<file path="config.mk">
export PLATFORM = sky130hd
export DESIGN_NAME = pulse_width_meter
export DESIGN_NICKNAME = d
export VERILOG_FILES = /design/src/rtl/pulse_width_meter.sv
export SDC_FILE = /design/constraint.sdc
export NUM_CORES = 1
export LEC_CHECK = 0
export BUFFER_PORTS_ARGS = -buffer_cell sky130_fd_sc_hd__clkbuf_2
export CAP_MARGIN = 15
export CELL_PAD_IN_SITES_DETAIL_PLACEMENT = 1
export CELL_PAD_IN_SITES_GLOBAL_PLACEMENT = 2
export CORE_ASPECT_RATIO = 0.75
export CORE_MARGIN = 2
export CORE_UTILIZATION = 30
export DETAILED_ROUTE_END_ITERATION = 8
export HOLD_SLACK_MARGIN = 0.06
export PLACE_DENSITY_LB_ADDON = 0.1
export SLEW_MARGIN = 20
export SYNTH_ARGS = -nofsm -noshare
export SYNTH_HDL_FRONTEND = slang
export SYNTH_SLANG_ARGS = --single-unit
</file>
<file path="constraint.sdc">
create_clock -name clk -period 3.44 [get_ports clk]
set_clock_uncertainty 0.1 [all_clocks]
set_input_delay 0.172 -clock clk [delete_from_list [all_inputs] [get_ports clk]]
set_output_delay 0.172 -clock clk [all_outputs]
set_load 0.02 [all_outputs]
</file>
<file path="src/rtl/pulse_width_meter.sv">
// Measures data_in high time from edge-detector pulses; 1-deep valid/ready result.
// Optional PULSE_LOW_MEAS_EN also measures low time and adds width_is_low.
module pulse_width_meter #(
    parameter int CNT_W = 16
) (
    input  logic             clk,
    input  logic             rst,
    input  logic             data_posedge,
    input  logic             data_negedge,
    input  logic             width_ready,
    input  logic             clr_err,
    output logic [CNT_W-1:0] width_data,
    output logic             width_sat,
    output logic             width_valid,
`ifdef PULSE_LOW_MEAS_EN
    output logic             width_is_low,
`endif
    output logic             overrun,
    output logic             proto_err
);

    localparam logic [CNT_W-1:0] CNT_MAX = '1;
    localparam logic [CNT_W-1:0] CNT_ONE = CNT_W'(1);

`ifdef PULSE_LOW_MEAS_EN
    typedef enum logic [1:0] {IDLE, HIGH, LOW} state_t;
`else
    typedef enum logic [1:0] {IDLE, HIGH} state_t;
`endif

    state_t           state, state_nxt;
    logic [CNT_W-1:0] cnt, cnt_nxt, cnt_inc;
    logic             cnt_sat, sat_nxt, sat_inc;
    logic             res_vld, res_low, perr;
    logic             xfer, load;

    assign cnt_inc = (cnt == CNT_MAX) ? cnt : cnt + CNT_ONE;
    assign sat_inc = cnt_sat | (cnt == CNT_MAX);

    always_ff @(posedge clk or negedge rst) begin
        if (!rst) begin
            state   <= IDLE;
            cnt     <= '0;
            cnt_sat <= 1'b0;
        end else begin
            state   <= state_nxt;
            cnt     <= cnt_nxt;
            cnt_sat <= sat_nxt;
        end
    end

    always_comb begin
        state_nxt = state;
        cnt_nxt   = cnt;
        sat_nxt   = cnt_sat;
        res_vld   = 1'b0;
        res_low   = 1'b0;
        perr      = 1'b0;
        // Simultaneous edges are ambiguous: flag and freeze everything.
        if (data_posedge && data_negedge) begin
            perr = 1'b1;
        end else begin
            unique case (state)
                IDLE: begin
                    if (data_posedge) begin
                        state_nxt = HIGH;
                        cnt_nxt   = CNT_ONE;
                        sat_nxt   = 1'b0;
                    end
`ifdef PULSE_LOW_MEAS_EN
                    else if (data_negedge) begin
                        state_nxt = LOW;
                        cnt_nxt   = CNT_ONE;
                        sat_nxt   = 1'b0;
                    end
`endif
                end
                HIGH: begin
                    if (data_negedge) begin
                        res_vld = 1'b1;
`ifdef PULSE_LOW_MEAS_EN
                        state_nxt = LOW;
                        cnt_nxt   = CNT_ONE;
                        sat_nxt   = 1'b0;
`else
                        state_nxt = IDLE;
`endif
                    end else if (data_posedge) begin
                        perr    = 1'b1;
                        cnt_nxt = CNT_ONE;
                        sat_nxt = 1'b0;
                    end else begin
                        cnt_nxt = cnt_inc;
                        sat_nxt = sat_inc;
                    end
                end
`ifdef PULSE_LOW_MEAS_EN
                LOW: begin
                    if (data_posedge) begin
                        res_vld   = 1'b1;
                        res_low   = 1'b1;
                        state_nxt = HIGH;
                        cnt_nxt   = CNT_ONE;
                        sat_nxt   = 1'b0;
                    end else if (data_negedge) begin
                        perr    = 1'b1;
                        cnt_nxt = CNT_ONE;
                        sat_nxt = 1'b0;
                    end else begin
                        cnt_nxt = cnt_inc;
                        sat_nxt = sat_inc;
                    end
                end
`endif
                default: state_nxt = IDLE;
            endcase
        end
    end

    assign xfer = width_valid && width_ready;
    assign load = res_vld && (!width_valid || xfer);

    always_ff @(posedge clk or negedge rst) begin
        if (!rst) begin
            width_data   <= '0;
            width_sat    <= 1'b0;
            width_valid  <= 1'b0;
`ifdef PULSE_LOW_MEAS_EN
            width_is_low <= 1'b0;
`endif
            overrun      <= 1'b0;
            proto_err    <= 1'b0;
        end else begin
            if (load) begin
                width_data   <= cnt;
                width_sat    <= cnt_sat;
                width_valid  <= 1'b1;
`ifdef PULSE_LOW_MEAS_EN
                width_is_low <= res_low;
`endif
            end else if (xfer) begin
                width_valid <= 1'b0;
            end
            overrun   <= (res_vld && !load) || (overrun && !clr_err);
            proto_err <= perr || (proto_err && !clr_err);
        end
    end

`ifndef PULSE_LOW_MEAS_EN
    logic unused;
    assign unused = res_low;
`endif

endmodule

</file>
# Word-level counts from Yosys, hierarchy flattened
# Cells that the tools add are included.
[word_totals]
register_bits = 39
latch_bits = 0
ram_bits = 0
rom_bits = 0
out_inout_bits = 20
word_cells = 56
memories = 0
[op_classes]
addsub = 1
n_mul = 0
div_mod_pow = 0
magnitude_cmp = 0
n_eq_ne = 6
shifts = 0
n_mux = 21
bitwise = 2
reduce_logical = 18
[ops]
columns = ["operator", "n"]
rows = [
  ["2-to-1 mux 16 bit", 4],
  ["one-hot mux 16 bit (2 select lines)", 1],
  ["adder 16 x 1 -> 16 bit (second input constant)", 1],
  ["== test 16 bit (second input constant)", 1],
  ["2-to-1 mux 1 bit", 12],
  ["logical AND 1 bit", 6],
  ["inequality test 2 bit (second input constant)", 3],
  ["AND reduction 5 bit", 1],
  ["2-to-1 mux 2 bit", 2],
  ["one-hot mux 2 bit (2 select lines)", 1],
  ["AND reduction 4 bit", 1],
  ["nonzero test 2 bit", 2],
  ["logical NOT 1 bit", 3],
  ["logical OR 1 bit", 3],
  ["inequality test 3 bit (second input constant)", 1],
  ["AND reduction 3 bit", 1],
  ["== test 2 x 1 -> 1 bit (second input constant)", 1],
  ["logical NOT 2 bit", 1],
  ["one-hot mux 1 bit (2 select lines)", 1],
  ["NOT 1 bit", 1],
  ["bitwise OR 1 bit", 1],
]

# Logic depth before layout (Yosys ltp)
# Gate-level depths: netlist of run 1.
[logic_depth]
depth_word = 7
mapped_depth = 7
ltp_nobuf = 6

# Worst setup path before layout of run 1
# OpenSTA, ideal clock, no wires.
[synth_timing]
path_type = "register to register"
from = "register cnt[0]"
to = "register cnt[4]"
setup_ns = 0.119
arrival_time_ns = 1.679
t_required_ns = 3.221
slack_ns = 1.541
path_stages_with_launch = 8
path_buffers = 1
period_less_slack_ns = 1.899
cell_sequence = "dfrtp_1 ha_1 and3_1 and2_1 buf_2 a21boi_2 o21ai_0 a21bo_2"
[synth_between]
elab_chain_len = 5
[synth_lines]
columns = ["element", "line_no", "source"]
rows = [
  ["from (decl)", "32", "logic [CNT_W-1:0] cnt, cnt_nxt, cnt_inc;"],
  ["from (signal assigned)", "47", "cnt <= cnt_nxt;"],
  ["adder 16 x 1 -> 16 bit", "37", "assign cnt_inc = (cnt == CNT_MAX) ? cnt : cnt + CNT_ONE;"],
  ["2-to-1 mux 16 bit", "37", ""],
  ["2-to-1 mux 16 bit", "88", "end else if (data_posedge) begin"],
  ["2-to-1 mux 16 bit", "79", "if (data_negedge) begin"],
  ["one-hot mux 16 bit (2 select lines)", "63", "unique case (state)"],
]
# Parallel ways exist; a longest one is shown, timed or not. The select of a mux whose other input is x is not followed.
# A chain may end at the register's enable or synchronous reset.

# Final worst setup path of run 1
# Same ends and word-level chain as after synthesis.

==> summary.txt, run 1 <==
Timing
  – Pin slew with the least headroom to its limit: 0.9496 ns
  – Setup ws final: 1.281 ns
  – Final hold vios: 0
  – Total negative slack: 0 ns
  – F_max: 463.1 MHz
  – Final Cycle Share: 0.6277
  – Tmin final: 2.159 ns
  – Max-slew headroom: 0.3669
  – Final Setup Violations: 0
  – Unrepaired setup endpoints after global routing: no
  – Max-slew violations: 0

Place
  – DP Wirelength: 2.713 mm
  – Inst Count DP: 247
  – Pre-CTS WS: 1.279 ns
  – # port buffers: 25
  – Placed Area: 0.001994 mm²
  – GPL Wtd Cong: 0.6961

Logic synthesis
  – Count of different cell masters after synthesis: 43
  – Top FF cell, synth: dfrtp_1
  – Yosys top cell area share: 0.5300
  – Synth async-reset ratio: 1.000
  – Post-synth EDFFs: 0
  – Seq cells post-synth: 38
  – Most area-hungry cell type in the Yosys netlist: dfrtp_1
  – Seq/Total Area, Yosys: 0.5300
  – Mapped Cells: 148
  – Mapped Nets: 155
  – Largest cells by area after synthesis: dfrtp_1 53%, mux2_2 11%, xnor2_1 4.4%, nor2_1 2.1%, o21ai_0 2.0%
  – Synth Cell Area: 0.001794 mm²
  – Post-synthesis average cell area: 12.12 µm²
  – Yosys Warn Count: 0

GRT
  – Initial antenna violation count: 0
  – GR Util met1: 0.1874
  – Met3 Resource Use GR: 0.03195
  – Most Crowded Layer GR: met2
  – GRT Util Overall: 0.1310
  – First-pass GRT wire length: 6.720 mm
  – GRT Residual Overflow: 0
  – Met2 usage: 0.1998
  – Vias in the first global route: 1300
  – Largest net degree at the start of global routing: 39

Clocking
  – CTS Buf Count: 5
  – Num Clock Sinks: 38
  – Root Buffer: clkbuf_8
  – Hold_buf cts: 2
  – CTS max path bufs: 2
  – CTS tree: yes
  – H-Tree Depth: 2
  – Setup bufs post-CTS: 0
  – Post_cts resized: 0
  – Worst skew pair latency: 0.29 ns
  – Clock Pin Slew Worst Setup and Hold Paths: 0.08 ns

Floorplanning
  – # rows: 24
  – Initial core utilization: 0.3096
  – Io pins: 26
  – Height of the die: 70.98 µm
  – Die X-Extent: 93.30 µm
  – CORE AREA: 0.005796 mm²
  – Die ar.: 0.006622 mm²

Cells and area
  – Fin util: 0.3664
  – FILL cells: 644
  – Register area: 950.9 µm²
  – Final non-filler cell total: 257
  – Commonest non-fill, non-tap cell in the layout: dfrtp_1
  – Final #Nets: 185
  – Area Growth Syn to Fin: 18.34%
  – Most frequent cells in the layout: 38 x dfrtp_1, 25 x clkbuf_2, 17 x mux2_2
  – Area of the multi-input gates: 794.5 µm²
  – ANT cells: 0
  – Layout cell share with drive strength beyond 1: 0.3687
  – Fin area: 0.002123 mm²

Critical path
  – CP required: 3.52 ns
  – WP buf/inv: 0
  – Critical path's top delay family: compound AO/OA/AOI/OAI gates
  – CP arrival: 2.24 ns
  – CP Capture Type: flip-flop
  – CP Cell Sequence: ha_1, and3_1, and2_1, a21boi_2, o21ai_0, a21bo_2
  – WS Path Type: flip-flop to flip-flop
  – Worst-path maximum fanout: 8
  – Instance count on the critical path: 6
  – Reg2reg path depth: 6
  – Critical path's largest stage delay: 0.43 ns
  – Crit-path slowest cell: dfrtp_1
  – Startpoint Class: flip-flop

Power
  – Pwr dens: 440.4 mW/mm²
  – Peak supply drop: 152.1 µV
  – Pleak: 0.9855 nW

Routing
  – WL final: 3.866 mm
  – Length of the first detailed-routing pass in iterations: 3
  – Routed Antenna Nets: 0
  – DRT iter0 DRCs: 32
  – Average wire per standard cell: 15.04 µm
  – Via count: 1209
  – DR vias/cell: 4.704
  – Residual DRC: 0

Worst hold path
  – Worst Hold Class: input pin to flip-flop
  – Worst Hold Depth: 3

Flow run
  – Max Cap Viol: 0

Status
  – Status: completed
path summary, 6_finish.rpt:
path	from	to	slack, ns
min in group asynchronous	rst	width_data[2]$_DFFE_PN0P_	0.46
min reg2reg	width_data[15]$_DFFE_PN0P_	width_data[15]$_DFFE_PN0P_	0.41
min	width_ready	overrun$_DFF_PN0_	0.09
max in group asynchronous	rst	cnt[15]$_DFFE_PN0P_	2.19
max	cnt[0]$_DFFE_PN0P_	cnt[4]$_DFFE_PN0P_	1.28
max reg2reg	cnt[0]$_DFFE_PN0P_	cnt[4]$_DFFE_PN0P_	1.28
sequential cells by signal, indices dropped and copies added, names as in the netlist:
signal,count
width_sat,1
state,1
width_data,16
proto_err,1
width_valid,1
overrun,1
cnt,16
cnt_sat,1
report_power, final:
part | internal [mW] | leakage (nW) | switching, mW | total (mW)
registers | 0.463 | 0.516 | 0.0139 | 0.476
logic | 0.0322 | 0.412 | 0.0527 | 0.0849
clock network | 0.213 | 0.0579 | 0.160 | 0.374
total | 0.708 | 0.985 | 0.227 | 0.935
per-layer routing:
layer / part of all wire / vias to the layer above
met5: 0 / -
met4: 0.0088 / 0
met3: 0.029 / 5
met2: 0.44 / 17
met1: 0.52 / 603
li1: - / 584
layout make-up:
class                      instances  area share
clock buffer                       5     0.03241
multi-input combinational        100      0.3742
inverter                           5    0.008839
tap                               78     0.04596
clock inverter                     3     0.01886
timing repair buffer              28     0.07189
sequential                        38      0.4478
worst register-to-register path: cells and delay by family, from the launching register on:
kind / cells / cell delay [ns]
flops: 1 / 0.43
compound gates: 3 / 0.72
simple gates: 2 / 0.56
fa+ha+maj: 1 / 0.24
per-stage QoR:
stage,hold slack (ns),power [mW]
floorplan,-0.2236,0.5340
global placement,0.2608,0.5687
detailed placement,0.2804,0.5714
CTS,0.08485,0.9557
global route,0.1288,0.9879
finish,0.09221,0.9352
Yosys cell counts, types with 2 or more instances:
library cell	instances
a211oi_1	2
a21o_1	2
a21oi_1	3
and2_1	2
and3_1	2
buf_2	3
dfrtp_1	38
inv_1	5
mux2_2	17
nand2_1	6
nand2b_1	2
nand3_1	5
nand3_2	2
nand4_1	2
nor2_1	10
nor2b_1	2
nor3_1	2
nor4_1	2
nor4b_2	2
o21ai_0	7
o22ai_1	2
xnor2_1	9
cell families after synthesis:
group           after synthesis  synth area share
buf+inv                      10           0.02719
flops                        38            0.5300
mux                          17            0.1067
compound gates               24            0.1081
simple gates                 48            0.1715
xor+xnor                      9           0.04394
fa+ha+maj                     2           0.01255
(Power assumes the default switching activity.)
==> run 2: changes to the inputs <==
clock period = 2.2 ns   (was 3.44 ns; I/O delays follow)
==> summary.txt, run 2 (synthesis results as in run 1) <==
Routing
  – Length of the first detailed-routing pass in iterations: 4 (+1)
  – DRT iter0 DRCs: 25 (-22%)
  – DR vias/cell: 4.758 (+1.2%)
  – WL final: 4.225 mm (+9.3%)
  – Average wire per standard cell: 15.94 µm (+6.0%)
  – Via count: 1261 (+4.3%)
  – Residual DRC: 0 (unchanged)
  – Routed Antenna Nets: 0 (unchanged)

Clocking
  – Root Buffer: clkbuf_8
  – Clock Pin Slew Worst Setup and Hold Paths: 0.07 ns (about the same)
  – CTS Buf Count: 5 (unchanged)
  – CTS max path bufs: 2 (unchanged)
  – H-Tree Depth: 2 (unchanged)
  – Num Clock Sinks: 38 (unchanged)
  – CTS tree: yes
  – Worst skew pair latency: 0.29 ns (about the same)

GRT
  – GRT Residual Overflow: 0 (unchanged)
  – First-pass GRT wire length: 7.314 mm (+8.8%)
  – Vias in the first global route: 1403 (+7.9%)
  – Largest net degree at the start of global routing: 21 (-46%)
  – GRT Util Overall: 0.1459 (+0.01489)
  – Initial antenna violation count: 0 (unchanged)

Critical path
  – CP required: 2.27 ns (-1.25 ns)
  – WS Path Type: flip-flop to flip-flop
  – CP arrival: 2.15 ns (-0.09 ns)
  – Worst-path maximum fanout: 8 (unchanged)
  – Startpoint Class: flip-flop
  – FF-to-FF setup slack: 0.12 ns (-1.16 ns)
  – CP Capture Type: flip-flop

Cells and area
  – Final #Nets: 193 (+4.3%)
  – Area Growth Syn to Fin: 24.41%
  – ANT cells: 0 (unchanged)
  – FILL cells: 631 (-2.0%)
  – Commonest non-fill, non-tap cell in the layout: dfrtp_1
  – Final non-filler cell total: 265 (+3.1%)
  – Layout cell share with drive strength beyond 1: 0.3797 (+0.01096)
  – Most frequent cells in the layout: 38 x dfrtp_1, 25 x clkbuf_2, 17 x mux2_2
  – Largest regs: cnt: 16 flops, width_data: 16 flops

Status
  – Status: completed

Power
  – Sequential share of power: 0.459 (-0.051)
  – Clock network power share: 0.449 (+0.049)
  – Switching fraction of total power: 0.2210 (-0.02167)
  – Peak supply drop: 306.9 µV (+100%)
  – Sw Pwr: 359.4 µW (+58%)
  – Pleak: 1.043 nW (+5.9%)
  – Combinational power share: 0.092 (about the same)
  – Pwr dens: 728.8 mW/mm² (+65%)
  – Internal power: 1.267 mW (+79%)

Timing
  – Pin slew with the least headroom to its limit: 0.4528 ns (-0.4968 ns)
  – Final hold vios: 0 (unchanged)
  – Final Setup Violations: 0 (unchanged)
  – Unrepaired setup endpoints after global routing: no
  – Tmin final: 2.079 ns (-0.08051 ns)
  – Max-slew violations: 0 (unchanged)
  – Setup ws final: 0.1211 ns (-1.159 ns)
  – Max-slew headroom: 0.6981 (+0.3312)
  – Total negative slack: 0 ns (unchanged)
  – Final hold slack: 0.06742 ns (-0.02479 ns)
  – F_max: 481.0 MHz (+3.9%)
  – Final Cycle Share: 0.9449 (+0.3172)

Place
  – DP Wirelength: 3.035 mm (+12%)
  – Pre-CTS WS: 0.06249 ns (-1.217 ns)
  – # port buffers: 25 (unchanged)
  – GPL Wtd Cong: 0.7437 (+6.8%)
  – Inst Count DP: 252 (+2.0%)

Floorplanning
  – # rows: 24 (unchanged)
  – Die ar.: 0.006622 mm² (unchanged)
  – CORE AREA: 0.005796 mm² (unchanged)
  – Die X-Extent: 93.30 µm (unchanged)
  – Io pins: 26 (unchanged)
  – Height of the die: 70.98 µm (unchanged)
  – Initial core utilization: 0.3096 (unchanged)

Worst hold path
  – Worst Hold Class: input pin to flip-flop

Flow run
  – Max Cap Viol: 0 (unchanged)
[run 2: timing repair]
action	CTS	global route
hold endpoints to repair	42	0
resized for setup	0	1
endpoints found under the setup margin	0	2
setup buffers	0	0
hold buffers	5	0
[run 2: final cells by class]
type	instances	area [µm²]	share of cell area
inverter	5	18.77	0.008408
multi-input combinational	100	802.0	0.3593
sequential	38	950.9	0.4260
clock inverter	2	60.06	0.02691
timing repair buffer	36	220.2	0.09865
tap	78	97.59	0.04372
clock buffer	6	82.58	0.03700
[run 2: per-stage QoR]
stage	instance area (µm²)	power [mW]	utilization
2_1_floorplan	1794	0.8351	-
3_3_place_gp	2032	0.8956	0.3506
3_5_place_dp	2032	0.9051	0.3506
4_1_cts	2225	1.650	0.3839
5_1_grt	2232	1.704	0.3851
6_report	2232	1.627	0.3851
[run 2: metal layers]
layer | global-route usage | vias to the layer above | share of wire
met4 | 0.03922 | 0 | 0.011
met2 | 0.2254 | 19 | 0.45
met1 | 0.2041 | 629 | 0.50
met5 | 0 | - | 0
met3 | 0.03834 | 5 | 0.030
li1 | - | 608 | -
[run 2: worst paths after layout]
| check | from | to | depth (start not counted) |
|---|---|---|---|
| setup / recovery | cnt[0]$_DFFE_PN0P_ | cnt[2]$_DFFE_PN0P_ | 6 |
| max in group asynchronous | rst | cnt[9]$_DFFE_PN0P_ | 3 |
| hold / removal | data_negedge | width_valid$_DFFE_PN0P_ | 3 |
| setup reg to reg | cnt[0]$_DFFE_PN0P_ | cnt[2]$_DFFE_PN0P_ | 6 |
| min in group asynchronous | rst | cnt[12]$_DFFE_PN0P_ | 3 |
| hold reg to reg | width_sat$_DFFE_PN0P_ | width_sat$_DFFE_PN0P_ | 1 |
[run 2: critical path, stage by stage (launching register included)]
cell      delay, ns
dfrtp_1        0.43
ha_1           0.24
and3_1         0.23
and2_1         0.32
a21boi_4       0.28
o21ai_0        0.14
a32o_1         0.23
[run 2: power by group through the flow]
stage | Combinational, mW | Sequential (mW) | Clock (mW)
global placement | 0.139 | 0.756 | 0
detailed placement | 0.145 | 0.761 | 0
finish | 0.149 | 0.747 | 0.731
global route | 0.167 | 0.751 | 0.786
CTS | 0.152 | 0.746 | 0.752
floorplan | 0.0597 | 0.775 | 0
==> run 3: changes to the inputs <==
ABC_AREA = 1   (was not set)
==> summary.txt, run 3 <==
Floorplanning
  – Height of the die: 74.28 µm (+4.7%)
  – CORE AREA: 0.006350 mm² (+9.6%)
  – Io pins: 26 (unchanged)
  – Die ar.: 0.007258 mm² (+9.6%)
  – Initial core utilization: 0.3111 (+0.001547)
  – Die X-Extent: 97.71 µm (+4.7%)
  – # rows: 25 (+4.2%)

Clocking
  – Root Buffer: clkbuf_8
  – Worst skew pair latency: 0.29 ns (about the same)
  – Setup bufs post-CTS: 0 (unchanged)
  – Hold_buf cts: 4 (-1)
  – CTS max path bufs: 2 (unchanged)
  – H-Tree Depth: 2 (unchanged)
  – Clock Pin Slew Worst Setup and Hold Paths: 0.08 ns (about the same)
  – CTS tree: yes
  – CTS Buf Count: 5 (unchanged)
  – Post_cts resized: 0 (unchanged)
  – Num Clock Sinks: 38 (unchanged)

Critical path
  – Reg2reg path depth: 9 (+3)
  – CP arrival: 1.98 ns (-0.17 ns)
  – CP Capture Type: flip-flop
  – CP required: 2.28 ns (about the same)
  – Worst-path maximum fanout: 14 (+6)
  – FF-to-FF setup slack: 0.30 ns (+0.18 ns)
  – WS Path Type: flip-flop to flip-flop
  – Startpoint Class: flip-flop

Logic synthesis
  – Top FF cell, synth: dfrtp_1
  – Synth async-reset ratio: 1.000 (unchanged)
  – Most area-hungry cell type in the Yosys netlist: dfrtp_1
  – Seq/Total Area, Yosys: 0.4813 (-0.04867)
  – Count of different cell masters after synthesis: 23 (-47%)
  – Yosys Warn Count: 0 (unchanged)
  – Yosys top cell area share: 0.4813 (-0.04867)
  – Synth Cell Area: 0.001976 mm² (+10%)
  – Post-synth EDFFs: 0 (unchanged)
  – Mapped Nets: 263 (+70%)
  – Seq cells post-synth: 38 (unchanged)
  – Post-synthesis average cell area: 7.717 µm² (-36%)
  – Most common library cells after synthesis: 72 x nand2_1, 38 x dfrtp_1, 34 x inv_1, 26 x o21ai_0, 24 x nor2_1
  – Most numerous cell in the Yosys netlist: nand2_1
  – Mapped Cells: 256 (+73%)
  – Largest cells by area after synthesis: dfrtp_1 48%, nand2_1 14%, o21ai_0 6.6%, inv_1 6.5%, nand3_1 5.3%

GRT
  – GRT Residual Overflow: 0 (unchanged)
  – Vias in the first global route: 1771 (+26%)
  – Largest net degree at the start of global routing: 39 (+86%)
  – GRT Util Overall: 0.1681 (+0.02223)
  – First-pass GRT wire length: 9.439 mm (+29%)
  – Initial antenna violation count: 0 (unchanged)

Power
  – Pleak: 1.153 nW (+11%)
  – Clock network power share: 0.397 (-0.052)
  – Combinational power share: 0.122 (+0.030)
  – Sequential share of power: 0.481 (+0.022)
  – Switching fraction of total power: 0.2649 (+0.04393)
  – Sw Pwr: 413.3 µW (+15%)
  – Internal power: 1.147 mW (-9.5%)
  – Pwr dens: 662.9 mW/mm² (-9.0%)
  – Peak supply drop: 206.9 µV (-33%)

Place
  – # port buffers: 25 (unchanged)
  – Pre-CTS WS: 0.3145 ns (+0.2520 ns)
  – Inst Count DP: 360 (+43%)
  – GPL Wtd Cong: 0.7504 (+0.90%)
  – DP Wirelength: 4.217 mm (+39%)

Cells and area
  – Final non-filler cell total: 371 (+40%)
  – Area Growth Syn to Fin: 19.13%
  – Most frequent cells in the layout: 72 x nand2_1, 38 x dfrtp_1, 34 x inv_1
  – Final #Nets: 297 (+54%)
  – Commonest non-fill, non-tap cell in the layout: nand2_1
  – Layout cell share with drive strength beyond 1: 0.1862 (-0.1935)
  – Area of the multi-input gates: 848.3 µm² (+5.8%)
  – FILL cells: 786 (+25%)
  – Largest regs: cnt: 16 flops, width_data: 16 flops
  – ANT cells: 0 (unchanged)
  – Register area: 950.9 µm² (unchanged)

Timing
  – Final hold vios: 0 (unchanged)
  – Max-slew violations: 0 (unchanged)
  – Final Cycle Share: 0.8647 (-0.08022)
  – Pin slew with the least headroom to its limit: 0.5047 ns (+0.05185 ns)
  – Max-slew headroom: 0.6635 (-0.03456)
  – Tmin final: 1.902 ns (-0.1765 ns)
  – F_max: 525.6 MHz (+9.3%)
  – Setup ws final: 0.2976 ns (+0.1765 ns)
  – Total negative slack: 0 ns (unchanged)
  – Unrepaired setup endpoints after global routing: no
  – Final Setup Violations: 0 (unchanged)
  – Final hold slack: 0.1054 ns (+0.03800 ns)

Worst hold path
  – Worst Hold Class: input pin to flip-flop
  – Worst Hold Depth: 3 (unchanged)

Routing
  – DR vias/cell: 4.765 (+0.15%)
  – WL final: 5.584 mm (+32%)
  – Residual DRC: 0 (unchanged)
  – DRT iter0 DRCs: 109 (+340%)
  – Via count: 1768 (+40%)
  – Routed Antenna Nets: 0 (unchanged)
  – Average wire per standard cell: 15.05 µm (-5.6%)
  – Length of the first detailed-routing pass in iterations: 4 (unchanged)

Status
  – Status: completed

Flow run
  – Max Cap Viol: 0 (unchanged)
[run 3: worst paths after layout]
check	startpoint	endpoint
setup / recovery	cnt[0]$_DFFE_PN0P_	cnt[8]$_DFFE_PN0P_
max in group asynchronous	rst	width_data[14]$_DFFE_PN0P_
min in group asynchronous	rst	proto_err$_DFF_PN0_
hold / removal	data_negedge	overrun$_DFF_PN0_
hold reg to reg	width_data[12]$_DFFE_PN0P_	width_data[12]$_DFFE_PN0P_
setup reg to reg	cnt[0]$_DFFE_PN0P_	cnt[8]$_DFFE_PN0P_
[run 3: cell families (layout without fill, tap and decap cells)]
group,after synthesis,count (layout),synth area share
adder cells (fa/ha/maj),1,1,0.006332
buffers and inverters,44,78,0.08929
AND/OR/NAND/NOR,138,138,0.3122
AO/OA/AOI/OAI,34,34,0.1051
multiplexers,1,1,0.005699
flip-flops,38,38,0.4813
[run 3: per-stage QoR]
step,util,total power [mW],instance area [µm²]
5_1_grt,0.3706,1.636,2354
4_1_cts,0.3706,1.589,2354
2_1_floorplan,-,0.8735,1976
3_5_place_dp,0.3466,0.9528,2201
3_3_place_gp,0.3466,0.9505,2201
6_report,0.3706,1.560,2354
[run 3: power groups by stage]
stage                     Clock [mW]  Sequential, mW  Combinational (mW)
after floorplan                    0           0.783              0.0902
after global placement             0           0.763               0.188
after detailed placement           0           0.764               0.189
after CTS                      0.643           0.751               0.196
after global routing           0.664           0.756               0.216
final                          0.620           0.750               0.190
[run 3: worst max-delay path: stages (launching register included)]
cell     delay (ns)
dfrtp_1        0.40
ha_1           0.25
nand2_1        0.15
nor2_4         0.06
nand2_1        0.10
inv_2          0.08
a21oi_4        0.32
inv_4          0.15
nand2_1        0.11
o21ai_2        0.06
[run 3: per-layer routing]
| layer | wire, µm | GRT usage | part of all wire | vias up |
|---|---|---|---|---|
| met1 | 3192 | 0.2634 | 0.57 | 850 |
| met2 | 2198 | 0.2391 | 0.39 | 27 |
| li1 | - | - | - | 889 |
| met3 | 161 | 0.03195 | 0.029 | 2 |
| met5 | 0 | 0 | 0 | - |
| met4 | 31 | 0.03704 | 0.0056 | 0 |
[run 3: final cells by class]
type | instances | share of cell area
inverters | 38 | 0.06167
repair buffers | 33 | 0.08293
well taps | 81 | 0.04306
flip-flops and latches | 38 | 0.4040
clock inverters | 1 | 0.01276
clock buffers | 6 | 0.03509
multi-input cells | 174 | 0.3604
